<file path="src/rtl/writeback.sv">
// ---------------------------------------------------------------------------
// writeback
//
// Register-writeback stage of the AsyncARM pipeline. One completed result is
// accepted from execute over a two-phase trigger/ready handshake. It is then
// written into the register bank as up to three sequential requests:
//   W1 : {addrIn1, dataIn1}
//   W2 : {addrIn2, dataIn2}
//   WC : {16, {flagsIn, zeros}}   (CPSR flag update)
// Each request is a two-phase handshake of its own: triggerOutRB toggles
// once, and the request is complete when readyInRB catches up with it.
// pcWrite pulses for one cycle whenever a write to r15 completes, so fetch
// can redirect.
//
// Parameters:
//   DW : data width of results and register-bank data
//   AW : register-bank address width (only [4:0] are significant)
//
// Ports:
//   clk          : clock, all state changes on the rising edge
//   reset        : synchronous, active-low reset
//   dataIn1/2    : primary / secondary result values
//   addrIn1/2    : register indices for write 1 / write 2
//   flagsIn      : NZCV for the CPSR update
//   typeIn       : [0] write1 en, [1] write2 en, [2] CPSR en, [3] reserved
//   triggerIn    : upstream request phase
//   readyOut     : high when idle and nothing is pending at the input
//   dataOutRB    : register-bank write data
//   addrOutRB    : register-bank write address (16 = CPSR)
//   triggerOutRB : register-bank request phase
//   readyInRB    : register-bank acknowledge phase
//   pcWrite      : one-cycle pulse after a completed write to r15
// ---------------------------------------------------------------------------
module writeback #(
    parameter int DW = 32,
    parameter int AW = 32
) (
    input  logic          clk,
    input  logic          reset,
    input  logic [DW-1:0] dataIn1,
    input  logic [DW-1:0] dataIn2,
    input  logic [3:0]    addrIn1,
    input  logic [3:0]    addrIn2,
    input  logic [3:0]    flagsIn,
    input  logic [3:0]    typeIn,
    input  logic          triggerIn,
    output logic          readyOut,
    output logic [DW-1:0] dataOutRB,
    output logic [AW-1:0] addrOutRB,
    output logic          triggerOutRB,
    input  logic          readyInRB,
    output logic          pcWrite
);

    typedef enum logic [2:0] {
        IDLE,
        W1,
        W2,
        WC,
        DONE
    } state_t;

    localparam logic [4:0] CPSR_ADDR = 5'd16;
    localparam logic [3:0] PC_INDEX  = 4'd15;

    state_t        state;
    state_t        next_write;

    logic          phase;
    logic          ready_q;
    logic          issued;
    logic          trig_q;
    logic          pc_q;

    logic [DW-1:0] data1_q;
    logic [DW-1:0] data2_q;
    logic [3:0]    addr1_q;
    logic [3:0]    addr2_q;
    logic [3:0]    flags_q;
    logic [2:0]    type_q;

    logic [DW-1:0] dout_q;
    logic [4:0]    aout_q;

    logic [4:0]    issue_addr;
    logic [DW-1:0] issue_data;
    logic          completes_pc;

    // typeIn[3] is reserved and has no effect on the stage
    logic          type_unused;
    assign type_unused = typeIn[3];

    // Picks the first enabled write in the fixed order W1, W2, WC.
    // Callers mask off the writes that are already behind them.
    function automatic state_t pick_write(input logic [2:0] en);
        state_t result;
        if (en[0]) begin
            result = W1;
        end else if (en[1]) begin
            result = W2;
        end else if (en[2]) begin
            result = WC;
        end else begin
            result = DONE;
        end
        return result;
    endfunction

    // Per-write-state view: what to put on the bank port, where to go once
    // the bank acknowledges, and whether this write lands on r15.
    always_comb begin
        issue_addr   = '0;
        issue_data   = '0;
        next_write   = DONE;
        completes_pc = 1'b0;
        case (state)
            W1: begin
                issue_addr   = {1'b0, addr1_q};
                issue_data   = data1_q;
                next_write   = pick_write({type_q[2], type_q[1], 1'b0});
                completes_pc = (addr1_q == PC_INDEX);
            end
            W2: begin
                issue_addr   = {1'b0, addr2_q};
                issue_data   = data2_q;
                next_write   = pick_write({type_q[2], 2'b00});
                completes_pc = (addr2_q == PC_INDEX);
            end
            WC: begin
                issue_addr   = CPSR_ADDR;
                issue_data   = {flags_q, {(DW-4){1'b0}}};
                next_write   = DONE;
            end
            default: begin
            end
        endcase
    end

    // Main sequencer. A write state spends its first cycle issuing the
    // request (address, data and a trigger toggle, all in one edge) and
    // then waits for the bank phase to match. 'issued' separates the two.
    // pcWrite defaults low every cycle so it can only ever be a pulse.
    always_ff @(posedge clk) begin
        if (!reset) begin
            state   <= IDLE;
            phase   <= 1'b0;
            ready_q <= 1'b1;
            issued  <= 1'b0;
            trig_q  <= 1'b0;
            pc_q    <= 1'b0;
            dout_q  <= '0;
            aout_q  <= '0;
            data1_q <= '0;
            data2_q <= '0;
            addr1_q <= '0;
            addr2_q <= '0;
            flags_q <= '0;
            type_q  <= '0;
        end else begin
            pc_q <= 1'b0;
            case (state)
                IDLE: begin
                    if (triggerIn != phase) begin
                        data1_q <= dataIn1;
                        data2_q <= dataIn2;
                        addr1_q <= addrIn1;
                        addr2_q <= addrIn2;
                        flags_q <= flagsIn;
                        type_q  <= typeIn[2:0];
                        phase   <= triggerIn;
                        ready_q <= 1'b0;
                        issued  <= 1'b0;
                        state   <= pick_write(typeIn[2:0]);
                    end
                end
                W1, W2, WC: begin
                    if (!issued) begin
                        aout_q <= issue_addr;
                        dout_q <= issue_data;
                        trig_q <= ~trig_q;
                        issued <= 1'b1;
                    end else if (readyInRB == trig_q) begin
                        issued <= 1'b0;
                        pc_q   <= completes_pc;
                        state  <= next_write;
                    end
                end
                DONE: begin
                    ready_q <= 1'b1;
                    state   <= IDLE;
                end
                default: begin
                    state <= IDLE;
                end
            endcase
        end
    end

    // readyOut also drops as soon as a new phase appears at the input, so
    // upstream never sees "ready" while an item sits unaccepted. This is
    // what makes an empty item read as two cycles of not-ready.
    assign readyOut     = ready_q && (triggerIn == phase);
    assign dataOutRB    = dout_q;
    assign addrOutRB    = {{(AW-5){1'b0}}, aout_q};
    assign triggerOutRB = trig_q;
    assign pcWrite      = pc_q;

endmodule

</file>
<file path="config.mk">
export PLATFORM = sky130hd
export DESIGN_NAME = writeback
export DESIGN_NICKNAME = d
export VERILOG_FILES = /design/src/rtl/writeback.sv
export SDC_FILE = /design/constraint.sdc
export NUM_CORES = 1
export LEC_CHECK = 0
export ABC_AREA = 1
export CAP_MARGIN = 20
export CORE_ASPECT_RATIO = 1.1
export CORE_UTILIZATION = 45
export DETAILED_ROUTE_END_ITERATION = 10
export PLACE_DENSITY = 0.78
export SYNTH_ARGS = -nofsm -noshare
export SYNTH_HDL_FRONTEND = slang
export SYNTH_SLANG_ARGS = --single-unit
export TNS_END_PERCENT = 5
</file>
<file path="constraint.sdc">
create_clock -name clk -period 3.5 [get_ports clk]
set_clock_uncertainty 0.1 [all_clocks]
set_input_delay 0.35 -clock clk [delete_from_list [all_inputs] [get_ports clk]]
set_output_delay 0.35 -clock clk [all_outputs]
set_load 0.02 [all_outputs]
</file>
==> results.yml, run 1 <==
route:
  drt-total-wl_um: 13300
  drc: 0
  wire_per_inst_um: 14.4
  drtAntennaViolNets: 0
  vias: 4752
  drt-pass1-iter-count: 5
  via_per_inst: 5.16
  drt_iter0_drc: 289
global_routing:
  grt_overflow: 0
  grt_pass1_wl_um: 21400
  grt_pass1_vias: 4544
  grt_max_degree: 75
  grt_use_total: 0.241
  antenna_found_initial: 0
worst_setup_path:
  cp_slowest_cell: "clkdlybuf4s50_1"
  crit-reg2reg-launch: "state[0]$_SDFFE_PN0P_"
  crit_fanout: 3
  crit_path_max_incr_delay_ps: 620
  crit_path_start_kind: "input pin"
  critPathKind: "input pin to output pin"
  crit_required_ps: 3050
  crit_family: "buffers and inverters"
  arrival_ps: 1810
  timing.rr.end: "state[1]$_SDFFE_PN0P_"
  path_cells: "clkdlybuf4s50_1 > inv_1 > nand2_1 > nand2_1 > nor2_1 > clkdlybuf4s50_1"
  rrSetupSlack_ps: 1350
  worstSetupEndpointType: "output pin"
  path_buf_inv: 3
  r2r_cells: 7
die:
  start_util: 0.468
  die-area_um2: 11400
  die_w_um: 102
  fp-row-count: 39
  core_area_um2: 10500
  io-pin-count: 151
  die_h_um: 112
clocking:
  cts-resized-gates: 0
  clk_latency_ps: 400
  ctsHoldBuffers: 0
  cts_tree: "done"
  cts-htree-levels: 4
  cts_sinks: 123
  cts_setup_buffers: 0
  numCtsBuffers: 17
  cts-root-buf: "clkbuf_16"
  clk_path_buf_depth: 2
  clk_pin_slew_ps: 60
pwr:
  peakVddDrop_mv: 0.653
  p_leak_nw: 2.68
  power.total_mw: 7.30
  p_per_area_nw_per_um2: 1090
timing:
  slew_headroom: 0.531
  worst_pin_slew_ps: 702
  fin_setup_tns_ps: 0
  maxSlewViolCount: 0
  finalSetupViolations: 0
  layout_min_cycle_time_ps: 2260
  fmax_mhz: 443
  rsz0062_at_grt: "false"
  fin_crit_sh: 0.645
  finalHoldViolCount: 0
min_path:
  hold_path_depth: 3
  hold_start: "reset"
  hold_path_class: "input pin to register"
  hold_end: "data1_q[26]$_SDFFE_PN0P_"
cells_and_area:
  layout.nets: 849
  area_delta_synth_final_pct: 36.4
  final_cells: 921
  nFillCells: 934
  design_area_um2: 6720
  antennaDiodeCount: 0
  layout-drive-gt1-share: 0.0681
place:
  gp_congestion: 0.764
  post-place-cells: 889
  dp_hpwl_um: 8440
  dpl-instance-area_um2: 6090
  io_buffers: 122
synthesis:
  synth_top_area_cell: "dfxtp_1"
  yosys_warnings: 0
  synthTopCellsByArea: "dfxtp_1, o21ai_0, nor2_1"
  synth.top_cell.area_share: 0.500
  avgSynthCellArea_um2: 7.47
  synth_area_um2: 4930
  ys_seq_area_frac: 0.500
  syn_inst: 660
  yosys.cell_types.count: 24
  synth-seq-cells: 123
outcome:
  outcome: "completed"
job:
  drv_cap: 0
-- flip-flops by register name, indices dropped and copies added (netlist names), 3 cells and up --
| signal | count |
|---|---|
| state | 3 |
| flags_q | 4 |
| addr1_q | 4 |
| aout_q | 5 |
| dataOutRB | 32 |
| data2_q | 32 |
| addr2_q | 4 |
| data1_q | 32 |
-- layout make-up --
cell class / instances / area [um2] / share of cell area
Inverter: 28 / 105 / 0.0156
Clock inverter: 14 / 196 / 0.0292
Sequential cell: 123 / 2460 / 0.366
Clock buffer: 18 / 429 / 0.0639
Multi-Input combinational cell: 465 / 2060 / 0.306
Timing Repair Buffer: 130 / 1290 / 0.192
Tap cell: 143 / 179 / 0.0266
-- cells in the mapped netlist --
cell type / count
nand4_1: 2
buf_6: 1
o21ai_1: 3
buf_1: 1
o21ai_0: 120
a22oi_1: 1
nand2_1: 64
or2_2: 1
nand2_2: 3
o311ai_0: 1
a21oi_1: 85
conb_1: 1
clkbuf_1: 19
nor2_2: 1
nand2_4: 1
nor3_1: 1
inv_2: 5
nor2_1: 146
buf_4: 29
dfxtp_1: 123
o22ai_1: 2
nand3_1: 7
buf_2: 20
inv_1: 23
-- tightest hold or removal path: stages --
cell and delay, ps:
buf_2 250, o21ai_0 140, nor2_1 40
-- where the power goes --
| part | leakage (nW) | total (mW) | switching (mW) | internal (mW) |
|---|---|---|---|---|
| combinational | 1.37 | 3.05 | 1.97 | 1.08 |
| sequential | 1.02 | 2.43 | 0.364 | 2.07 |
| clock | 0.296 | 1.83 | 0.631 | 1.19 |
-- kinds of logic (layout without fill, tap and decap cells) --
| logic type | count (synthesis) | in the layout | synth area share |
|---|---|---|---|
| AOI/OAI and AO/OA | 212 | 212 | 0.217 |
| buffers and inverters | 98 | 190 | 0.103 |
| DFF | 123 | 123 | 0.500 |
| other | 1 | 27 | 0.000761 |
| and+or+nand+nor | 226 | 226 | 0.179 |
-- layout by cell type, fill, tap and decap left out, types with 5 or more instances in the layout --
cell             netlist  routed
nor2_1               146     144
dfxtp_1              123     123
clkdlybuf4s50_1        0     121
o21ai_0              120     120
a21oi_1               85      85
nand2_1               64      64
conb_1                 1      27
inv_1                 23      23
clkbuf_16              0      17
nand3_1                7       7
buf_4                 29       7
inv_2                  5       5
-- metrics by stage --
step                hold WS [ps]   util  setup slack [ps]
detailed placement           337  0.578              1150
global placement             332  0.578              1210
finish                       334  0.638              1240
CTS                          324  0.638              1210
global route                 361  0.638              1150
floorplan                    324      -              2100
-- layer usage --
layer	up-vias	track usage	wire [um]
li1	2313	-	-
met4	0	0.0976	239
met1	2239	0.285	5380
met5	-	0	0
met2	184	0.426	6900
met3	16	0.0383	778
-- worst max-delay path by stage --
stage                          startpoint                          to  slack (ps)  cells after the start
floorplan           state[0]$_SDFFE_PN0P_  dataOutRB[14]$_SDFFE_PN0P_        2100                      7
global placement                triggerIn     addr2_q[0]$_SDFFE_PN0P_        1210                      8
detailed placement              triggerIn     data2_q[2]$_SDFFE_PN0P_        1150                      9
CTS                             triggerIn                    readyOut        1210                      6
global route                    triggerIn                    readyOut        1150                      6
finish                          triggerIn                    readyOut        1240                      6
Note: power is estimated with default switching activity, not from simulation.
==> inputs of run 2 (changes only) <==
--- a/config.mk
+++ b/config.mk
@@ -8,9 +8,9 @@
 export ABC_AREA = 1
 export CAP_MARGIN = 20
 export CORE_ASPECT_RATIO = 1.1
-export CORE_UTILIZATION = 45
+export CORE_UTILIZATION = 42
 export DETAILED_ROUTE_END_ITERATION = 10
-export PLACE_DENSITY = 0.78
+export PLACE_DENSITY = 0.77
 export SYNTH_ARGS = -nofsm -noshare
 export SYNTH_HDL_FRONTEND = slang
 export SYNTH_SLANG_ARGS = --single-unit
==> constraint.sdc (replaced) <==
create_clock -name clk -period 1.96 [get_ports clk]
set_clock_uncertainty 0.1 [all_clocks]
set_input_delay 0.196 -clock clk [delete_from_list [all_inputs] [get_ports clk]]
set_output_delay 0.196 -clock clk [all_outputs]
set_load 0.02 [all_outputs]
==> run 2 against run 1 <==
Effect of this change:
- final cell count grew 1.6%
- sequential power grew 78%
- global-route usage decreased by 2.3 points
- non-clock buffer count is 8 higher
- sequential share of layout area decreased by 0.72 points
- count of clock-buffer cells in the layout is 3 higher
- cell area rose by 2.0%
- die area up 7.0%
- largest cell class unchanged
- highest routed layer unchanged
==> results.yml, run 2 (synthesized netlist as in run 1, its figures left out) <==
cells_and_area:
  area_delta_synth_final_pct: 39.1
  layout-drive-gt1-share: 0.0789
  final_cells: 936
  design_area_um2: 6850
  layout.nets: 857
  final_common_cell: "nor2_1"
  finalCoreUtilization: 0.599
  antennaDiodeCount: 0
  layout_common_cells: "nor2_1, dfxtp_1, o21ai_0, clkdlybuf4s50_1, a21oi_1"
worst_setup_path:
  path_buf_inv: 0
  crit_required_ps: 2180
  path_cells: "nand2_2 > nor2_4 > nand2_1 > o21ai_0 > nand2_1 > nor3_1"
  worstSetupEndpointType: "register"
  crit_fanout: 20
  crit_path_max_incr_delay_ps: 450
  crit_path_start_kind: "register"
  crit_family: "simple AND/OR/NAND/NOR gates"
  cp_slowest_cell: "dfxtp_1"
  arrival_ps: 1970
  crit-reg2reg-launch: "state[1]$_SDFFE_PN0P_"
  crit_start: "state[1]$_SDFFE_PN0P_"
  critical_path.most_common_cell: "nand2_1"
  critPathKind: "register to register"
place:
  dp_hpwl_um: 8510
  post-place-cells: 904
  io_buffers: 122
  gp_congestion: 0.856
  dpl-instance-area_um2: 6210
die:
  die_w_um: 105
  io-pin-count: 151
  core_area_um2: 11400
  die-area_um2: 12200
  start_util: 0.431
  die_h_um: 116
  fp-row-count: 41
route:
  via_per_inst: 4.98
  drt-pass1-iter-count: 5
  wire_per_inst_um: 13.7
  vias: 4665
  drtAntennaViolNets: 0
  drt-total-wl_um: 12900
  drt_iter0_drc: 269
  drc: 0
timing:
  fin_setup_tns_ps: 0
  worst_pin_slew_ps: 542
  finalSetupViolations: 0
  slew_headroom: 0.638
  layout_min_cycle_time_ps: 1750
  maxSlewViolCount: 0
  finalHoldViolCount: 0
  rsz0062_at_grt: "false"
  fmax_mhz: 573
  fin_crit_sh: 0.891
global_routing:
  grt_max_degree: 69
  antenna_found_initial: 0
  grt_pass1_vias: 4591
  grt_pass1_wl_um: 20800
  grt_use_total: 0.218
  grt_overflow: 0
clocking:
  clk_pin_slew_ps: 60
  clk_path_buf_depth: 2
  cts_sinks: 123
  clk_latency_ps: 410
  numCtsBuffers: 17
  cts_setup_buffers: 0
  cts_tree: "done"
  cts-root-buf: "clkbuf_16"
  cts-htree-levels: 4
pwr:
  p_leak_nw: 2.76
  p_per_area_nw_per_um2: 1950
  peakVddDrop_mv: 0.955
min_path:
  hold_path_class: "input pin to register"
  hold_start: "reset"
outcome:
  outcome: "completed"
job:
  drv_cap: 0
-- run 2: worst paths after layout --
kind                                                 to  slack (ps)  depth (start not counted)
worst max-delay path                 pcWrite$_SDFF_PN0_         210                          6
worst min register to register  flags_q[0]$_SDFFE_PN0P_         350                          2
worst max register to register       pcWrite$_SDFF_PN0_         210                          6
worst min-delay path              state[1]$_SDFFE_PN0P_          80                          3
-- run 2: metrics by stage --
step           hold slack [ps]  setup slack [ps]  power (mW)
2_1_floorplan              239               561        7.99
3_3_place_gp               333              73.0        9.84
3_5_place_dp               345              84.6        10.1
4_1_cts                   79.4              12.0        13.4
5_1_grt                    122              46.6        14.3
6_report                  83.2               213        13.4
-- run 2: cell type report --
cell class | instances | area (um2)
Fill cell | 1016 | 4590
Sequential cell | 123 | 2460
Multi-Input combinational cell | 465 | 2060
Timing Repair Buffer | 138 | 1390
Clock buffer | 21 | 480
Tap cell | 150 | 188
Clock inverter | 11 | 165
Inverter | 28 | 105
-- run 2: worst reg2reg max path: stages (launching register included) --
cell and delay, ps:
dfxtp_1 450, nand2_2 140, nor2_4 440, nand2_1 150, o21ai_0 110, nand2_1 80, nor3_1 180
-- run 2: repair_timing --
item,in CTS,in global routing
setup endpoints to repair,0,1
gates resized for setup,0,1
hold buffers,0,0
endpoints found under the hold margin,0,0
-- run 2: where the power goes --
group	switching (mW)	leakage (nW)	total, mW	internal [mW]
clock	1.09	0.307	3.35	2.26
combinational	3.50	1.43	5.69	2.19
sequential	0.627	1.02	4.32	3.70
-- run 2: per-layer routing --
metal / GRT usage / routed length, um / up-vias
met5: 0 / 0 / -
met4: 0.0883 / 270 / 0
met3: 0.0529 / 601 / 24
met2: 0.394 / 6520 / 142
met1: 0.246 / 5470 / 2153
li1: - / - / 2346
==> inputs of run 3 (changes only) <==
--- a/config.mk
+++ b/config.mk
@@ -8,9 +8,11 @@
 export ABC_AREA = 1
 export CAP_MARGIN = 20
 export CORE_ASPECT_RATIO = 1.1
-export CORE_UTILIZATION = 42
+export CORE_UTILIZATION = 45
 export DETAILED_ROUTE_END_ITERATION = 10
-export PLACE_DENSITY = 0.77
+export PLACE_DENSITY = 0.78
+export RECOVER_POWER = 100
+export SLEW_MARGIN = 10
 export SYNTH_ARGS = -nofsm -noshare
 export SYNTH_HDL_FRONTEND = slang
 export SYNTH_SLANG_ARGS = --single-unit
==> constraint.sdc (replaced) <==
create_clock -name clk -period 1.7 [get_ports clk]
set_clock_uncertainty 0.1 [all_clocks]
set_input_delay 0.17 -clock clk [delete_from_list [all_inputs] [get_ports clk]]
set_output_delay 0.17 -clock clk [all_outputs]
set_load 0.02 [all_outputs]
==> run 3 against run 2 <==
Effect of this change:
- first-iteration DRC count grew 8.9%
- sequential share of layout area grew 0.16 points
- via count up 1.8%
- global-route usage increased by 2.6 points
- die area fell by 6.5%
- final cell count down 0.53%
- critical path depth shrank 5
- hold slack worse by 5.8 ps
- non-clock buffer count rose by 4
- flip-flop and latch count did not move
- critical path type is now register to output pin
==> results.yml, run 3 (synthesized netlist as in run 1, its figures left out) <==
outcome:
  outcome: "completed"
route:
  wire_per_inst_um: 14.2
  drc: 0
  drt-total-wl_um: 13300
  vias: 4748
  drtAntennaViolNets: 0
  via_per_inst: 5.10
  drt_iter0_drc: 293
  drt-pass1-iter-count: 5
timing:
  rsz0062_at_grt: "false"
  finalSetupViolations: 0
  fmax_mhz: 605
  fin_crit_sh: 0.972
  fin_setup_tns_ps: 0
  maxSlewViolCount: 0
  finalHoldViolCount: 0
  layout_min_cycle_time_ps: 1650
  setup_slack_ps: 47.4
cells_and_area:
  area_delta_synth_final_pct: 38.6
  antennaDiodeCount: 0
  layout.nets: 861
  layout-drive-gt1-share: 0.0825
  layout_common_cells: "nor2_1, o21ai_0, dfxtp_1, clkdlybuf4s50_1, a21oi_1"
  final_common_cell: "nor2_1"
worst_setup_path:
  crit_path_start_kind: "register"
  crit_family: "buffers and inverters"
  path_buf_inv: 1
  arrival_ps: 1380
  path_cells: "clkdlybuf4s50_1"
  critPathKind: "register to output pin"
  crit_required_ps: 1430
  crit_path_max_incr_delay_ps: 630
  cp_slowest_cell: "clkdlybuf4s50_1"
  worstSetupEndpointType: "output pin"
  crit_fanout: 2
job:
  drv_cap: 0
clocking:
  cts-root-buf: "clkbuf_16"
  clk_latency_ps: 410
  cts-htree-levels: 4
  cts_tree: "done"
  cts_sinks: 123
  numCtsBuffers: 17
  clk_pin_slew_ps: 50
  cts_setup_buffers: 0
  ctsHoldBuffers: 0
  clk_path_buf_depth: 2
global_routing:
  grt_use_total: 0.243
  grt_max_degree: 51
  antenna_found_initial: 0
  grt_overflow: 0
  grt_pass1_vias: 4680
  grt_pass1_wl_um: 21400
pwr:
  p_per_area_nw_per_um2: 2240
  peakVddDrop_mv: 1.15
  p_leak_nw: 2.76
die:
  die_w_um: 102
  die_h_um: 112
  die-area_um2: 11400
  io-pin-count: 151
  start_util: 0.468
  fp-row-count: 39
  core_area_um2: 10500
min_path:
  hold_path_class: "input pin to register"
place:
  io_buffers: 122
  post-place-ws_ps: -88.3
  gp_congestion: 0.839
  dp_hpwl_um: 8790
-- run 3: cell types whose count changed in the layout (fill, tap and decap cells not counted), moves of 2 or more --
cell,previous run,this run
bufinv_16,4,2
dfxtp_2,0,2
buf_12,4,6
clkbuf_1,0,2
dfxtp_1,123,121
clkinv_2,3,5
clkinvlp_4,4,1
-- run 3: what timing repair did --
action | CTS | global route
resized for setup | 1 | 3
cloned | 0 | 0
endpoints found under the setup margin | 1 | 26
-- run 3: path summary, 6_finish.rpt --
check,startpoint,end,cells after the start,slack (ps)
hold / removal,reset,state[0]$_SDFFE_PN0P_,3,80
setup reg to reg,state[2]$_SDFFE_PN0P_,dataOutRB[27]$_SDFFE_PN0P_,8,100
setup / recovery,aout_q[0]$_SDFFE_PN0P_,addrOutRB[0],1,50
hold reg to reg,flags_q[2]$_SDFFE_PN0P_,flags_q[2]$_SDFFE_PN0P_,2,350
-- run 3: routing by layer --
metal / routed length, um / vias to the layer above / GRT usage
met2: 6770 / 173 / 0.420
met1: 5450 / 2213 / 0.283
met4: 300 / 0 / 0.106
li1: - / 2340 / -
met3: 746 / 22 / 0.0578
met5: 0 / - / 0
-- run 3: area by class of cell --
| type | count | area, um2 |
|---|---|---|
| flip-flops and latches | 123 | 2460 |
| multi-input cells | 465 | 2060 |
| clock inverters | 8 | 92.6 |
| well taps | 143 | 179 |
| repair buffers | 142 | 1450 |
| inverters | 28 | 105 |
| clock buffers | 22 | 484 |
| fillers | 913 | 3710 |
-- run 3: where the power goes --
part	total (mW)	switching [mW]	internal [mW]
sequential	5.00	0.728	4.27
clock	3.47	1.19	2.28
combinational	6.81	4.16	2.65
-- run 3: metrics by stage --
step / area (um2) / instances / utilization / power (mW) / hold slack [ps]
finish: 6830 / 931 / 0.648 / 15.3 / 77.3
global route: 6830 / 931 / 0.648 / 16.3 / 106
CTS: 6850 / 931 / 0.650 / 15.4 / 63.1
detailed placement: 6270 / 901 / 0.595 / 11.8 / 338
global placement: 6270 / 901 / 0.595 / 11.6 / 335
floorplan: 5030 / 686 / - / 9.22 / 213
